## config.mk

```make
export PLATFORM = sky130hd
export DESIGN_NAME = risc8_timer_multi
export DESIGN_NICKNAME = d
export VERILOG_FILES = /design/src/rtl/risc8_timer_multi.sv
export SDC_FILE = /design/constraint.sdc
export NUM_CORES = 1
export LEC_CHECK = 0
export ABC_AREA = 1
export CORE_UTILIZATION = 60
export CTS_CLUSTER_DIAMETER = 120
export DETAILED_ROUTE_END_ITERATION = 6
export PLACE_DENSITY = 0.84
export SYNTH_ARGS = -nofsm -noshare
export SYNTH_HDL_FRONTEND = slang
export SYNTH_SLANG_ARGS = --single-unit
```

## constraint.sdc

```tcl
create_clock -name clk -period 4.45 [get_ports clk]
set_clock_uncertainty 0.05 [all_clocks]
set_input_delay 0.89 -clock clk [delete_from_list [all_inputs] [get_ports clk]]
set_output_delay 0.89 -clock clk [all_outputs]
set_load 0.02 [all_outputs]
```

## src/rtl/risc8_timer_multi.sv

```systemverilog
// risc8 multi-channel timer: prescaled 8/16-bit counter, compare channels,
// CTC, write-1-to-clear flags, maskable irq and TEMP-latched 16-bit access.
module risc8_timer_multi #(
    parameter logic [6:0] BASE     = 7'h4C,
    parameter int         WIDTH    = 16,
    parameter int         CHANNELS = 2
) (
    input  logic                clk,
    input  logic                reset,
    input  logic                ren,
    input  logic                wen,
    input  logic [6:0]          addr,
    input  logic [7:0]          wdata,
    output logic [7:0]          rdata,
    output logic                valid,
    output logic                irq,
    output logic [CHANNELS-1:0] ocm
);
    localparam int         NF   = CHANNELS + 1;
    localparam logic [6:0] NREG = 7'(5 + 2 * CHANNELS);
    localparam bit         WIDE = (WIDTH == 16);

    logic [3:0]          tccr_q, tccr_d;
    logic [NF-1:0]       tifr_q, tifr_d;
    logic [NF-1:0]       timsk_q, timsk_d;
    logic [WIDTH-1:0]    tcnt_q, tcnt_d;
    logic [WIDTH-1:0]    ocr_q [CHANNELS];
    logic [WIDTH-1:0]    ocr_d [CHANNELS];
    logic [7:0]          temp_q, temp_d;
    logic [7:0]          rdata_q, rdata_d;
    logic [9:0]          presc_q, presc_d;
    logic                valid_q, valid_d;
    logic [CHANNELS-1:0] ocm_q, ocm_d;

    logic [6:0]          off;
    logic                hit, rd, wr, tick;
    logic [15:0]         tcnt16, ocr16, wide_val;
    logic [NF-1:0]       set, clr;
    logic [CHANNELS-1:0] match;

    always_comb begin
        off      = addr - BASE;
        hit      = (addr >= BASE) && (off < NREG);
        rd       = ren && hit;
        wr       = wen && hit;
        tcnt16   = 16'(tcnt_q);
        wide_val = WIDE ? {temp_q, wdata} : {8'h00, wdata};
        unique case (tccr_q[2:0])
            3'd1:    tick = 1'b1;
            3'd2:    tick = &presc_q[2:0];
            3'd3:    tick = &presc_q[5:0];
            3'd4:    tick = &presc_q[7:0];
            3'd5:    tick = &presc_q;
            default: tick = 1'b0;
        endcase
    end

    always_comb begin
        tccr_d  = tccr_q;
        timsk_d = timsk_q;
        tcnt_d  = tcnt_q;
        ocr_d   = ocr_q;
        temp_d  = temp_q;
        presc_d = presc_q;
        rdata_d = rdata_q;
        valid_d = rd;
        ocm_d   = '0;
        set     = '0;
        clr     = '0;
        ocr16   = '0;
        match   = '0;

        if (tccr_q[2:0] != 3'd0)
            presc_d = presc_q + 10'd1;
        if (wr && off == 7'd0) begin
            tccr_d  = wdata[3:0];
            presc_d = '0;
        end
        if (wr && off == 7'd1)
            clr = wdata[NF-1:0];
        if (wr && off == 7'd2)
            timsk_d = wdata[NF-1:0];

        for (int i = 0; i < CHANNELS; i++)
            match[i] = (tcnt_q == ocr_q[i]);

        // a CPU commit suppresses the whole tick: no count, compare or OVF
        if (wr && off == 7'd3) begin
            tcnt_d = wide_val[WIDTH-1:0];
        end else if (tick) begin
            ocm_d = match;
            set[NF-1:1] = match;
            if (tccr_q[3] && match[0]) begin
                tcnt_d = '0;
            end else if (&tcnt_q) begin
                tcnt_d = '0;
                set[0] = 1'b1;
            end else begin
                tcnt_d = tcnt_q + WIDTH'(1);
            end
        end
        tifr_d = (tifr_q & ~clr) | set;

        if (rd) begin
            if (off == 7'd0)
                rdata_d = {4'h0, tccr_q};
            else if (off == 7'd1)
                rdata_d = 8'(tifr_q);
            else if (off == 7'd2)
                rdata_d = 8'(timsk_q);
            else if (off == 7'd3) begin
                rdata_d = tcnt16[7:0];
                if (WIDE)
                    temp_d = tcnt16[15:8];
            end else if (off == 7'd4)
                rdata_d = WIDE ? temp_q : 8'h00;
        end

        for (int i = 0; i < CHANNELS; i++) begin
            ocr16 = 16'(ocr_q[i]);
            if (rd && off == 7'(5 + 2 * i)) begin
                rdata_d = ocr16[7:0];
                if (WIDE)
                    temp_d = ocr16[15:8];
            end
            if (rd && off == 7'(6 + 2 * i))
                rdata_d = WIDE ? temp_q : 8'h00;
            if (wr && off == 7'(5 + 2 * i))
                ocr_d[i] = wide_val[WIDTH-1:0];
        end

        // high-byte writes land in TEMP; they override a same-cycle latch
        if (WIDE && wr && off >= 7'd4 && !off[0])
            temp_d = wdata;
    end

    always_ff @(posedge clk or negedge reset) begin
        if (!reset) begin
            tccr_q  <= '0;
            tifr_q  <= '0;
            timsk_q <= '0;
            tcnt_q  <= '0;
            temp_q  <= '0;
            presc_q <= '0;
            rdata_q <= '0;
            valid_q <= 1'b0;
            ocm_q   <= '0;
            for (int i = 0; i < CHANNELS; i++)
                ocr_q[i] <= '1;
        end else begin
            tccr_q  <= tccr_d;
            tifr_q  <= tifr_d;
            timsk_q <= timsk_d;
            tcnt_q  <= tcnt_d;
            temp_q  <= temp_d;
            presc_q <= presc_d;
            rdata_q <= rdata_d;
            valid_q <= valid_d;
            ocm_q   <= ocm_d;
            for (int i = 0; i < CHANNELS; i++)
                ocr_q[i] <= ocr_d[i];
        end
    end

    assign rdata = rdata_q;
    assign valid = valid_q;
    assign ocm   = ocm_q;
    assign irq   = |(tifr_q & timsk_q);

endmodule
```

Yosys cells after proc, flatten, opt, wreduce, memory -nomap -nowiden
Cells that the tools add are included.
{"block": "classes", "add_sub_neg": 3, "n_lt_le_gt_ge": 3, "n_eq_ne": 18, "n_mux": 32, "bitwise_logic": 4, "reduce_logical": 33}
{"operator": "two-way mux 8 bit", "n": 18}
{"operator": "two-way mux 16 bit", "n": 4}
{"operator": "equality test 16 bit", "n": 2}
{"operator": "equality test 7 x 3 -> 1 bit, second input constant", "n": 4}
{"operator": "two-way mux 10 bit", "n": 2}
{"operator": "adder 16 x 1 -> 16 bit, second input constant", "n": 1}
{"operator": "logical AND 1 bit", "n": 16}
{"operator": "AND reduction 16 bit", "n": 1}
{"operator": "equality test 7 x 2 -> 1 bit, second input constant", "n": 2}
{"operator": "!= test 4 x 1 -> 1 bit, second input constant", "n": 3}
{"operator": "adder 10 x 1 -> 10 bit, second input constant", "n": 1}
{"operator": "AND reduction 10 bit", "n": 1}
{"operator": "two-way mux 3 bit", "n": 3}
{"operator": "nonzero test 9 bit", "n": 1}
{"operator": "AND reduction 8 bit", "n": 1}
{"operator": "nonzero test 4 bit", "n": 2}
{"operator": "equality test 7 x 1 -> 1 bit, second input constant", "n": 1}
{"operator": "equality test 7 x 4 -> 1 bit, second input constant", "n": 1}
{"operator": ">= comparator 7 x 3 -> 1 bit, second input constant", "n": 1}
{"operator": ">= comparator 7 bit, second input constant", "n": 1}
{"operator": "zero test 7 bit", "n": 1}
{"operator": "less-than comparator 7 x 4 -> 1 bit, second input constant", "n": 1}
{"operator": "subtractor 7 bit, second input constant", "n": 1}
{"operator": "AND 3 bit", "n": 2}
{"operator": "other kinds (17)", "n": 22}
{"block": "totals", "regBits": 87, "out_inout_bits": 12}

Longest topological paths before layout
Gate-level depths: netlist of the first run.
{"block": "depth", "depth_word": 12, "ltp_mapped": 18, "ltp_nobuf": 17}

Worst setup path after synthesis of the first run
Ideal clock, no wire load.
{"block": "synth_timing", "path_type": "input to register", "from": "input addr[2]", "to": "register temp_q[0]", "setup_ps": 131, "arrival_time_ps": 2392, "required_ps": 4269, "slack_ps": 1877, "stages": 14, "path_buffers": 3, "path_cell_list": "ha_1 -> inv_1 -> nand2_1 -> nand2_1 -> nand3_1 -> nor2_2 -> buf_6 -> nand2_2 -> nor2_2 -> nand2_2 -> buf_6 -> buf_6 -> o2111ai_1 -> nand3_1"}
{"block": "synth_between", "elab_chain_cells": 8, "elab_cells_between_ends": 26, "cone_classes": "1 x add/sub; 3 x order compare; 8 x eq/ne; 3 x mux; 11 x reduce/logical"}
{"item": "from (decl)", "line": "12", "source": "input logic [6:0] addr,"}
{"item": "subtractor 7 bit", "line": "42", "source": "off = addr - BASE;"}
{"item": "less-than comparator 7 x 4 -> 1 bit", "line": "43", "source": "hit = (addr >= BASE) && (off < NREG);"}
{"item": "logical AND 1 bit", "line": "43"}
{"item": "logical AND 1 bit (on tied branches)", "line": "45, 44"}
{"item": "logical AND 1 bit (on tied branches)", "line": "133, 121"}
{"item": "logical AND 1 bit / two-way mux 8 bit (equally long branches)", "line": "133, 121"}
{"item": "!= test 4 x 1 -> 1 bit (no line), or another cell as far along"}
{"item": "AND reduction 5 bit (no line) / two-way mux 8 bit (equally long branches)"}
{"item": "to (signal assigned)", "line": "155", "source": "temp_q <= temp_d;"}
{"item": "to (decl)", "line": "29", "source": "logic [7:0] temp_q, temp_d;"}
Several ways; a longest one is shown, not always the timed one.
A chain may end at the register's enable or synchronous reset.

Worst setup path in the final report of the first run
{"block": "layout_timing", "from": "input addr[2]", "to": "register tcnt_q[15], in the netlist tcnt16[15]"}
{"block": "layout_between", "elab_chain_cells": 6, "elab_cells_between_ends": 9, "cone_classes": "1 x add/sub; 2 x order compare; 1 x eq/ne; 1 x mux; 4 x reduce/logical"}
{"item": "subtractor 7 bit", "line": "42"}
{"item": "less-than comparator 7 x 4 -> 1 bit", "line": "43"}
{"item": "logical AND 1 bit", "line": "43"}
{"item": "logical AND 1 bit", "line": "45", "source": "wr = wen && hit;"}
{"item": "logical AND 1 bit *", "line": "88", "source": "if (wr && off == 7'd3) begin"}
{"item": "two-way mux 16 bit / nonzero test 2 bit (equally long branches)"}
{"item": "to (signal assigned)", "line": "154", "source": "tcnt_q <= tcnt_d;"}
{"item": "to (decl)", "line": "26", "source": "logic [WIDTH-1:0] tcnt_q, tcnt_d;"}
Mark *: on every way between the ends. The rest lies on a longest branch, timed or not.

==> results of run 1 <==
## metrics by stage
stage | hold WS [ns] | instance area, um^2 | setup slack, ns | instances | total power [W]
after floorplan | 0.4155 | 5472 | 1.877 | 736 | 0.001065
after global placement | 0.4125 | 5808 | 0.6165 | 854 | 0.001169
after detailed placement | 0.4167 | 5808 | 0.4183 | 854 | 0.001181
after CTS | 0.4392 | 6005 | 0.7938 | 870 | 0.001738
after global routing | 0.4584 | 6005 | 0.5208 | 870 | 0.001811
final | 0.4379 | 6005 | 0.7425 | 870 | 0.001744
## layout make-up
cell class	count	area, um^2
Fill cell	749	2759
Sequential cell	87	2217
Clock inverter	6	68.82
Tap cell	108	135.1
Timing Repair Buffer	33	320.3
Clock buffer	10	127.6
Multi-Input combinational cell	526	2760
Inverter	100	375.4
## routing by layer
metal / global-route usage (%) / up-vias / wire length [um]
li1: - / 2465 / -
met1: 46.98 / 2459 / 6608
met2: 52.29 / 260 / 7008
met3: 6.259 / 32 / 1315
met4: 10.75 / 0 / 311
met5: 0 / - / 0
## cell families (layout without fill, tap and decap cells)
logic type / after synthesis / after routing / synth area share, %
AND/OR/NAND/NOR: 359 / 359 / 29.73
adder cells (fa/ha/maj): 7 / 7 / 1.601
buffers and inverters: 123 / 149 / 9.033
AO/OA/AOI/OAI: 129 / 129 / 14.16
flip-flops: 87 / 87 / 40.52
XOR/XNOR: 31 / 31 / 4.962
## Yosys cell counts (6+ instances only)
| library cell | number | area share (%) |
|---|---|---|
| dfrtp_1 | 55 | 25 |
| nor2_2 | 6 | 0.69 |
| nand3_1 | 45 | 4.1 |
| nor2_4 | 6 | 1.2 |
| nor3_1 | 11 | 1.0 |
| o22ai_1 | 6 | 0.69 |
| o21ai_0 | 64 | 5.9 |
| nor2_1 | 40 | 2.7 |
| a21oi_1 | 22 | 2.0 |
| nand4_1 | 26 | 3.0 |
| o2111ai_1 | 7 | 1.1 |
| nand2_1 | 205 | 14 |
| xor2_1 | 23 | 3.7 |
| clkbuf_1 | 14 | 0.96 |
| dfstp_2 | 32 | 15 |
| nand2_2 | 7 | 0.80 |
| xnor2_1 | 8 | 1.3 |
| inv_1 | 92 | 6.3 |
| o221ai_1 | 13 | 2.1 |
| ha_1 | 7 | 1.6 |
## path summary, 6_finish.rpt
check | end | slack, ns | depth (start not counted)
max | tcnt16[15]$_DFFE_PN0P_ | 0.74 | 13
min | rdata[2]$_DFFE_PN0P_ | 0.44 | 2
max reg2reg | tifr_q[0]$_DFF_PN0_ | 1.98 | 9
min reg2reg | rdata[2]$_DFFE_PN0P_ | 0.44 | 2
max in group asynchronous | ocr16[5]$_DFFE_PN1P_ | 2.93 | 2
min in group asynchronous | rdata[3]$_DFFE_PN0P_ | 0.52 | 1
## worst max-delay path, delay by kind of cell
kind                       cells  cell delay, ns
and+or+nand+nor                7            1.62
buffers and inverters          3            0.75
AOI/OAI and AO/OA              2            0.36
adders and majority gates      1            0.28
## sequential cells by signal, indices dropped and copies added (netlist names)
| name | flops |
|---|---|
| ocr16 | 16 |
| ocr_q | 16 |
| tcnt16 | 16 |
| presc_q | 10 |
| rdata | 8 |
| temp_q | 8 |
| tccr_q | 4 |
| tifr_q | 3 |
| timsk_q | 3 |
| ocm | 2 |
| valid | 1 |
## power breakdown
part           internal (W)  switching [W]  leakage, nW
Sequential         0.000848      0.0000531         1.05
Clock              0.000263       0.000308       0.0968
Combinational     0.0000974       0.000175         1.78
==> flow_summary.json, run 1 <==
{
  "outcome": "complete, but fails checks",
  "violations": "design-rule violations",
  "core_um2": 8763,
  "max_freq_mhz": 269.7,
  "p_leak_nw": 2.930,
  "cp.required_ns": 4.66,
  "synth_edf_count": 0,
  "tightest_slew_ns": 0.9130,
  "postRouteAntennaNets": 0,
  "cp_common_cell": "nand2_1",
  "finalHoldViolations": 0,
  "area_delta_synth_final_pct": 9.742,
  "clockRootBuffer": "clkbuf_8",
  "syn_inst": 736,
  "std_cell_rows": 34,
  "path_class": "in -> reg",
  "fp.dieH_um": 97.50,
  "tritoncts": "yes",
  "grt_pass1_vias": 5009,
  "rsz0062_at_grt": "no",
  "final_cell_mix": "nand2_1, inv_1, o21ai_0",
  "clock-sinks": 87,
  "syn_avg_cell_area_um2": 7.434,
  "dieArea_um2": 9505,
  "min_period_ns": 3.707,
  "start_util_pct": 62.44,
  "async_flop_share_pct": 100.0,
  "drtIter0Drc": 483,
  "final_common_cell": "nand2_1",
  "hp-class": "reg -> reg",
  "vias_per_cell": 5.995,
  "htreeDepth": 3,
  "reg2reg_from": "tcnt16[1]$_DFFE_PN0P_",
  "routed_wl_mm": 15.24,
  "worstSetupEndpointType": "flop",
  "place.gp.congestion": 0.9534,
  "ys_warn_count": 0,
  "clkTransAtPathRegs_ns": 0.09,
  "ir_worst_vdd_uv": 210.9,
  "insertion_delay_ns": 0.37,
  "crit_start": "addr[2]",
  "maxSlewViolCount": 0,
  "num_antenna_cells": 0,
  "powerDensity_nw_per_um2": 290.4,
  "ctsResizeCount": 0,
  "netlist_area_um2": 5471,
  "clockBufferDepth": 2,
  "critPathSlowestCell": "clkdlybuf4s50_1",
  "drive_above_1_share_pct": 11.15,
  "grt_pass1_wl_mm": 25.14,
  "grt_max_degree": 59,
  "die_w_um": 97.50,
  "overflow": 0,
  "arrival_ns": 3.92,
  "fin_crit_sh_pct": 83.31,
  "drc": 10,
  "setup_viol": 0,
  "synth-seq-cells": 87,
  "grt_usage_pct": 33.41,
  "critPathMaxFanout": 18,
  "wire_per_inst_um": 17.52,
  "drt_pre_antenna_iters": 7,
  "syn_nets": 762,
  "final_nets": 783,
  "vias": 5216,
  "io_buffers": 30,
  "setup_tns_ns": 0,
  "hold_start": "rdata[2]$_DFFE_PN0P_",
  "hpwl_mm": 11.38,
  "yosysUniqueCellTypes": 44,
  "antenna_found_initial": 0,
  "maxCapViolCount": 0,
  "final_util_pct": 68.52,
  "cp_slowest_stage_delay_ns": 0.51,
  "cts_buffers": 9,
  "start_kind": "input port",
  "ys_seq_area_share_pct": 40.52,
  "holdBufCountCts": 0,
  "postCtsSetupBuffers": 0,
  "max-slew-margin-rel_pct": 38.99,
  "crit_chain": "clkdlybuf4s50_1 > ha_1 > inv_1 > nand2_1 > nand2_1 > nand3_1 > nor2_2 > nand2_1 > inv_2 > nand2_1 > nand2_2 > o22ai_1 > a31o_2",
  "synth_ff_type": "dfrtp_1",
  "io_pins": 31
}
(Power assumes the default switching activity.)
==> inputs of run 2 (changes only) <==
==> constraint.sdc (replaced) <==
create_clock -name clk -period 3.9 [get_ports clk]
set_clock_uncertainty 0.05 [all_clocks]
set_input_delay 0.78 -clock clk [delete_from_list [all_inputs] [get_ports clk]]
set_output_delay 0.78 -clock clk [all_outputs]
set_load 0.02 [all_outputs]
==> flow_summary.json, run 2 (same netlist as run 1, synthesis figures left out) <==
{
  "outcome": "complete, no violations",
  "postCtsSetupBuffers": 0,
  "clockBufferDepth": 2,
  "switching_share_pct": 28.90,
  "rsz0062_at_grt": "no",
  "p_leak_nw": 2.946,
  "multi_input_area_um2": 2760,
  "setup_tns_ns": 0,
  "regArea_um2": 2217,
  "r2r_slack_ns": 1.44,
  "fin_crit_sh_pct": 84.23,
  "routed_wl_mm": 15.42,
  "power.share.clock_pct": 33.9,
  "wl_met1_mm": 6.788,
  "postRouteAntennaNets": 0,
  "wl_met3_mm": 1.363,
  "start_kind": "input port",
  "std_cell_rows": 34,
  "place.gp.congestion": 0.9476,
  "min_period_ns": 3.285,
  "maxSlewViolCount": 0,
  "power_switching_w": 0.0005847,
  "internal_power_w": 0.001438,
  "io_pins": 31,
  "wl_met2_mm": 6.914,
  "final_util_pct": 68.90,
  "whs_path_depth": 2,
  "hpwl_mm": 11.45,
  "ctsResizeCount": 0,
  "max_freq_mhz": 304.4,
  "maxCapViolCount": 0,
  "finalHoldViolations": 0,
  "drtIter0Drc": 445,
  "num_antenna_cells": 0,
  "p_comb_share_pct": 15.2,
  "drive_above_1_share_pct": 11.24,
  "fillers": 748,
  "tightest_slew_ns": 1.117,
  "clock-sinks": 87,
  "final_nets": 786,
  "clockRootBuffer": "clkbuf_8",
  "grt_pass1_vias": 4940,
  "critPathMaxFanout": 18,
  "tritoncts": "yes",
  "insertion_delay_ns": 0.37,
  "path_class": "in -> reg",
  "grt_max_degree": 88,
  "htreeDepth": 3,
  "powerDensity_nw_per_um2": 335.0,
  "setup_viol": 0,
  "ir_worst_vdd_uv": 268.3,
  "cts_buffers": 9,
  "arrival_ns": 3.50,
  "core_um2": 8763,
  "vias_per_cell": 6.092,
  "holdBufCountCts": 0,
  "max-slew-margin-rel_pct": 25.56,
  "fp.dieH_um": 97.50,
  "io_buffers": 30,
  "die_w_um": 97.50,
  "drt_pre_antenna_iters": 5,
  "top_layer": "met4",
  "wire_per_inst_um": 17.66,
  "vias": 5318,
  "overflow": 0,
  "p_seq_share_pct": 50.9,
  "clkTransAtPathRegs_ns": 0.08,
  "grt_usage_pct": 33.68,
  "grt_pass1_wl_mm": 25.28,
  "worstSetupEndpointType": "flop",
  "antenna_found_initial": 0,
  "rr_worst_depth": 8,
  "cp.required_ns": 4.11,
  "dieArea_um2": 9505,
  "final_common_cell": "nand2_1",
  "start_util_pct": 62.44,
  "drc": 0,
  "final_cell_mix": "nand2_1, inv_1, o21ai_0",
  "area_delta_synth_final_pct": 10.36,
  "hp-class": "reg -> reg"
}
-- run 2: stage by stage --
step	instance area [um^2]	power, W	setup slack (ns)	hold WS (ns)	std cells
2_1_floorplan	5472	0.001215	1.437	0.4155	736
3_3_place_gp	5831	0.001334	0.3950	0.4131	857
3_5_place_dp	5831	0.001347	0.3026	0.4195	857
4_1_cts	6038	0.002029	0.6708	0.4407	873
5_1_grt	6038	0.002109	0.3631	0.4560	873
6_report	6038	0.002023	0.6149	0.4354	873
-- run 2: layer usage --
layer / global-route usage, % / vias to the layer above
met3: 5.899 / 30
met1: 48.49 / 2520
met2: 51.53 / 283
met5: 0 / -
li1: - / 2485
met4: 11.20 / 0
-- run 2: final cells by class --
cell class              count  share of cell area (%)
clock buffers              12                   2.238
clock inverters             4                   1.202
inverters                 100                   6.216
multi-input cells         526                   45.71
flip-flops and latches     87                   36.72
well taps                 108                   2.238
repair buffers             36                   5.678
-- run 2: path summary, 6_finish.rpt --
path                                        from                     end
min                         rdata[7]$_DFFE_PN0P_    rdata[7]$_DFFE_PN0P_
max in group asynchronous                  reset   tcnt16[5]$_DFFE_PN0P_
min reg2reg                 rdata[7]$_DFFE_PN0P_    rdata[7]$_DFFE_PN0P_
min in group asynchronous                  reset         valid$_DFF_PN0_
max                                      addr[2]  tcnt16[15]$_DFFE_PN0P_
max reg2reg                tcnt16[0]$_DFFE_PN0P_   tcnt16[7]$_DFFE_PN0P_
-- run 2: worst max-delay path, stage by stage --
cell and delay [ns]:
clkdlybuf4s50_1 0.51, ha_1 0.27, inv_1 0.11, nand2_1 0.06, nand2_1 0.08, nand3_1 0.10, nor2_2 0.39, nand2_1 0.27
inv_2 0.12, nand2_1 0.11, nand2_2 0.34, o22ai_1 0.12, a31o_2 0.23
-- run 2: power by group through the flow --
| stage | clock, W | sequential, W | combinational (W) |
|---|---|---|---|
| finish | 0.000686 | 0.00103 | 0.000307 |
| global route | 0.000724 | 0.00104 | 0.000346 |
| CTS | 0.000696 | 0.00103 | 0.000305 |
| detailed placement | 0 | 0.00104 | 0.000303 |
| global placement | 0 | 0.00104 | 0.000295 |
| floorplan | 0 | 0.00103 | 0.000183 |
==> inputs of run 3 (changes only) <==
==> constraint.sdc (replaced) <==
create_clock -name clk -period 3.3 [get_ports clk]
set_clock_uncertainty 0.05 [all_clocks]
set_input_delay 0.66 -clock clk [delete_from_list [all_inputs] [get_ports clk]]
set_output_delay 0.66 -clock clk [all_outputs]
set_load 0.02 [all_outputs]
==> flow_summary.json, run 3 (same netlist as run 1, synthesis figures left out) <==
{
  "clockRootBuffer": "clkbuf_8",
  "critPathMaxFanout": 6,
  "reg2reg_from": "tcnt16[1]$_DFFE_PN0P_",
  "std_cell_rows": 34,
  "max_freq_mhz": 336.5,
  "hold_ws_ns": 0.4155,
  "finalWorstSetupSlack_ns": 0.3282,
  "io_pins": 31,
  "clkTransAtPathRegs_ns": 0.08,
  "place.gp.congestion": 0.9547,
  "powerDensity_nw_per_um2": 394.0,
  "maxCapViolCount": 0,
  "overflow": 0,
  "maxSlewViolCount": 0,
  "die_w_um": 97.50,
  "postCtsSetupBuffers": 0,
  "pre_cts_ws_ns": 0.03457,
  "drc": 0,
  "fin_crit_sh_pct": 90.05,
  "clock-sinks": 87,
  "drive_above_1_share_pct": 11.95,
  "layoutNonFillerInstCount": 878,
  "setup_tns_ns": 0,
  "final_util_pct": 69.39,
  "hp-class": "in -> async",
  "routed_wl_mm": 15.06,
  "holdBufCountCts": 0,
  "fillers": 717,
  "start_kind": "input port",
  "crit_start": "addr[3]",
  "setup_viol": 0,
  "final_common_cell": "nand2_1",
  "tritoncts": "yes",
  "cts_buffers": 9,
  "vias_per_cell": 5.998,
  "vias": 5266,
  "io_buffers": 30,
  "cp.required_ns": 3.52,
  "fp.dieH_um": 97.50,
  "clockBufferDepth": 2,
  "drtIter0Drc": 432,
  "num_antenna_cells": 0,
  "outcome": "complete, no violations",
  "p_leak_nw": 2.972,
  "wire_per_inst_um": 17.15,
  "insertion_delay_ns": 0.37,
  "worstSetupEndpointType": "flop",
  "dieArea_um2": 9505,
  "core_um2": 8763,
  "area_delta_synth_final_pct": 11.14,
  "final_nets": 791,
  "min_period_ns": 2.972,
  "ir_worst_vdd_uv": 331.3,
  "finalHoldViolations": 0,
  "drt_pre_antenna_iters": 5,
  "tightest_slew_ns": 1.088,
  "rsz0062_at_grt": "no",
  "htreeDepth": 3,
  "grt_max_degree": 88,
  "path_class": "in -> reg",
  "grt_pass1_vias": 4894,
  "max-slew-margin-rel_pct": 27.44,
  "final_cell_mix": "nand2_1, inv_1, o21ai_0",
  "placed_cells": 862,
  "ctsResizeCount": 0,
  "arrival_ns": 3.19,
  "postRouteAntennaNets": 0,
  "hpwl_mm": 11.39,
  "grt_usage_pct": 33.16,
  "antenna_found_initial": 0,
  "start_util_pct": 62.44,
  "grt_pass1_wl_mm": 24.66
}
[run 3: final cells by class]
type / instances / area [um^2] / share of cell area [%]
Multi-Input combinational cell: 526 / 2760 / 45.39
Sequential cell: 87 / 2217 / 36.46
Timing Repair Buffer: 41 / 380.4 / 6.255
Inverter: 100 / 375.4 / 6.173
Tap cell: 108 / 135.1 / 2.222
Clock buffer: 11 / 131.4 / 2.160
Clock inverter: 5 / 81.33 / 1.337
[run 3: where the power goes]
part,leakage [nW],internal [W],switching (W)
Sequential,1.05,0.00114,0.0000708
Clock,0.104,0.000429,0.000391
Combinational,1.82,0.000132,0.000230
Total,2.97,0.00170,0.000692
[run 3: routing by layer]
metal	track usage, %	up-vias	wire [um]
met4	10.97	0	323
met1	46.39	2455	6425
met5	0	-	0
met3	7.914	30	1494
li1	-	2486	-
met2	50.73	295	6813
[run 3: worst paths after layout]
path | endpoint | slack (ns) | cells past startpoint
setup / recovery | rdata[0]$_DFFE_PN0P_ | 0.33 | 16
setup reg to reg | tifr_q[0]$_DFF_PN0_ | 0.91 | 9
min in group clk | rdata[1]$_DFFE_PN0P_ | 0.43 | 2
hold reg to reg | rdata[1]$_DFFE_PN0P_ | 0.43 | 2
hold / removal | valid$_DFF_PN0_ | 0.42 | 1
max in group asynchronous | presc_q[9]$_DFFE_PN0P_ | 2.07 | 1
[run 3: through the flow]
step	power [W]	cell area, um^2
global placement	0.001575	5868
detailed placement	0.001590	5868
global route	0.002499	6081
finish	0.002396	6081
CTS	0.002396	6081
floorplan	0.001436	5472
[run 3: critical path, cell delays in order]
cell	delay (ns)
clkdlybuf4s50_1	0.48
ha_1	0.24
inv_1	0.11
nand2_1	0.06
nand2_1	0.09
nand3_1	0.09
nor2_2	0.28
buf_4	0.22
nand4_1	0.24
inv_1	0.26
nor2_2	0.11
o21a_1	0.12
nand2_1	0.06
nand2_1	0.05
nand2_1	0.06
nand2_1	0.05
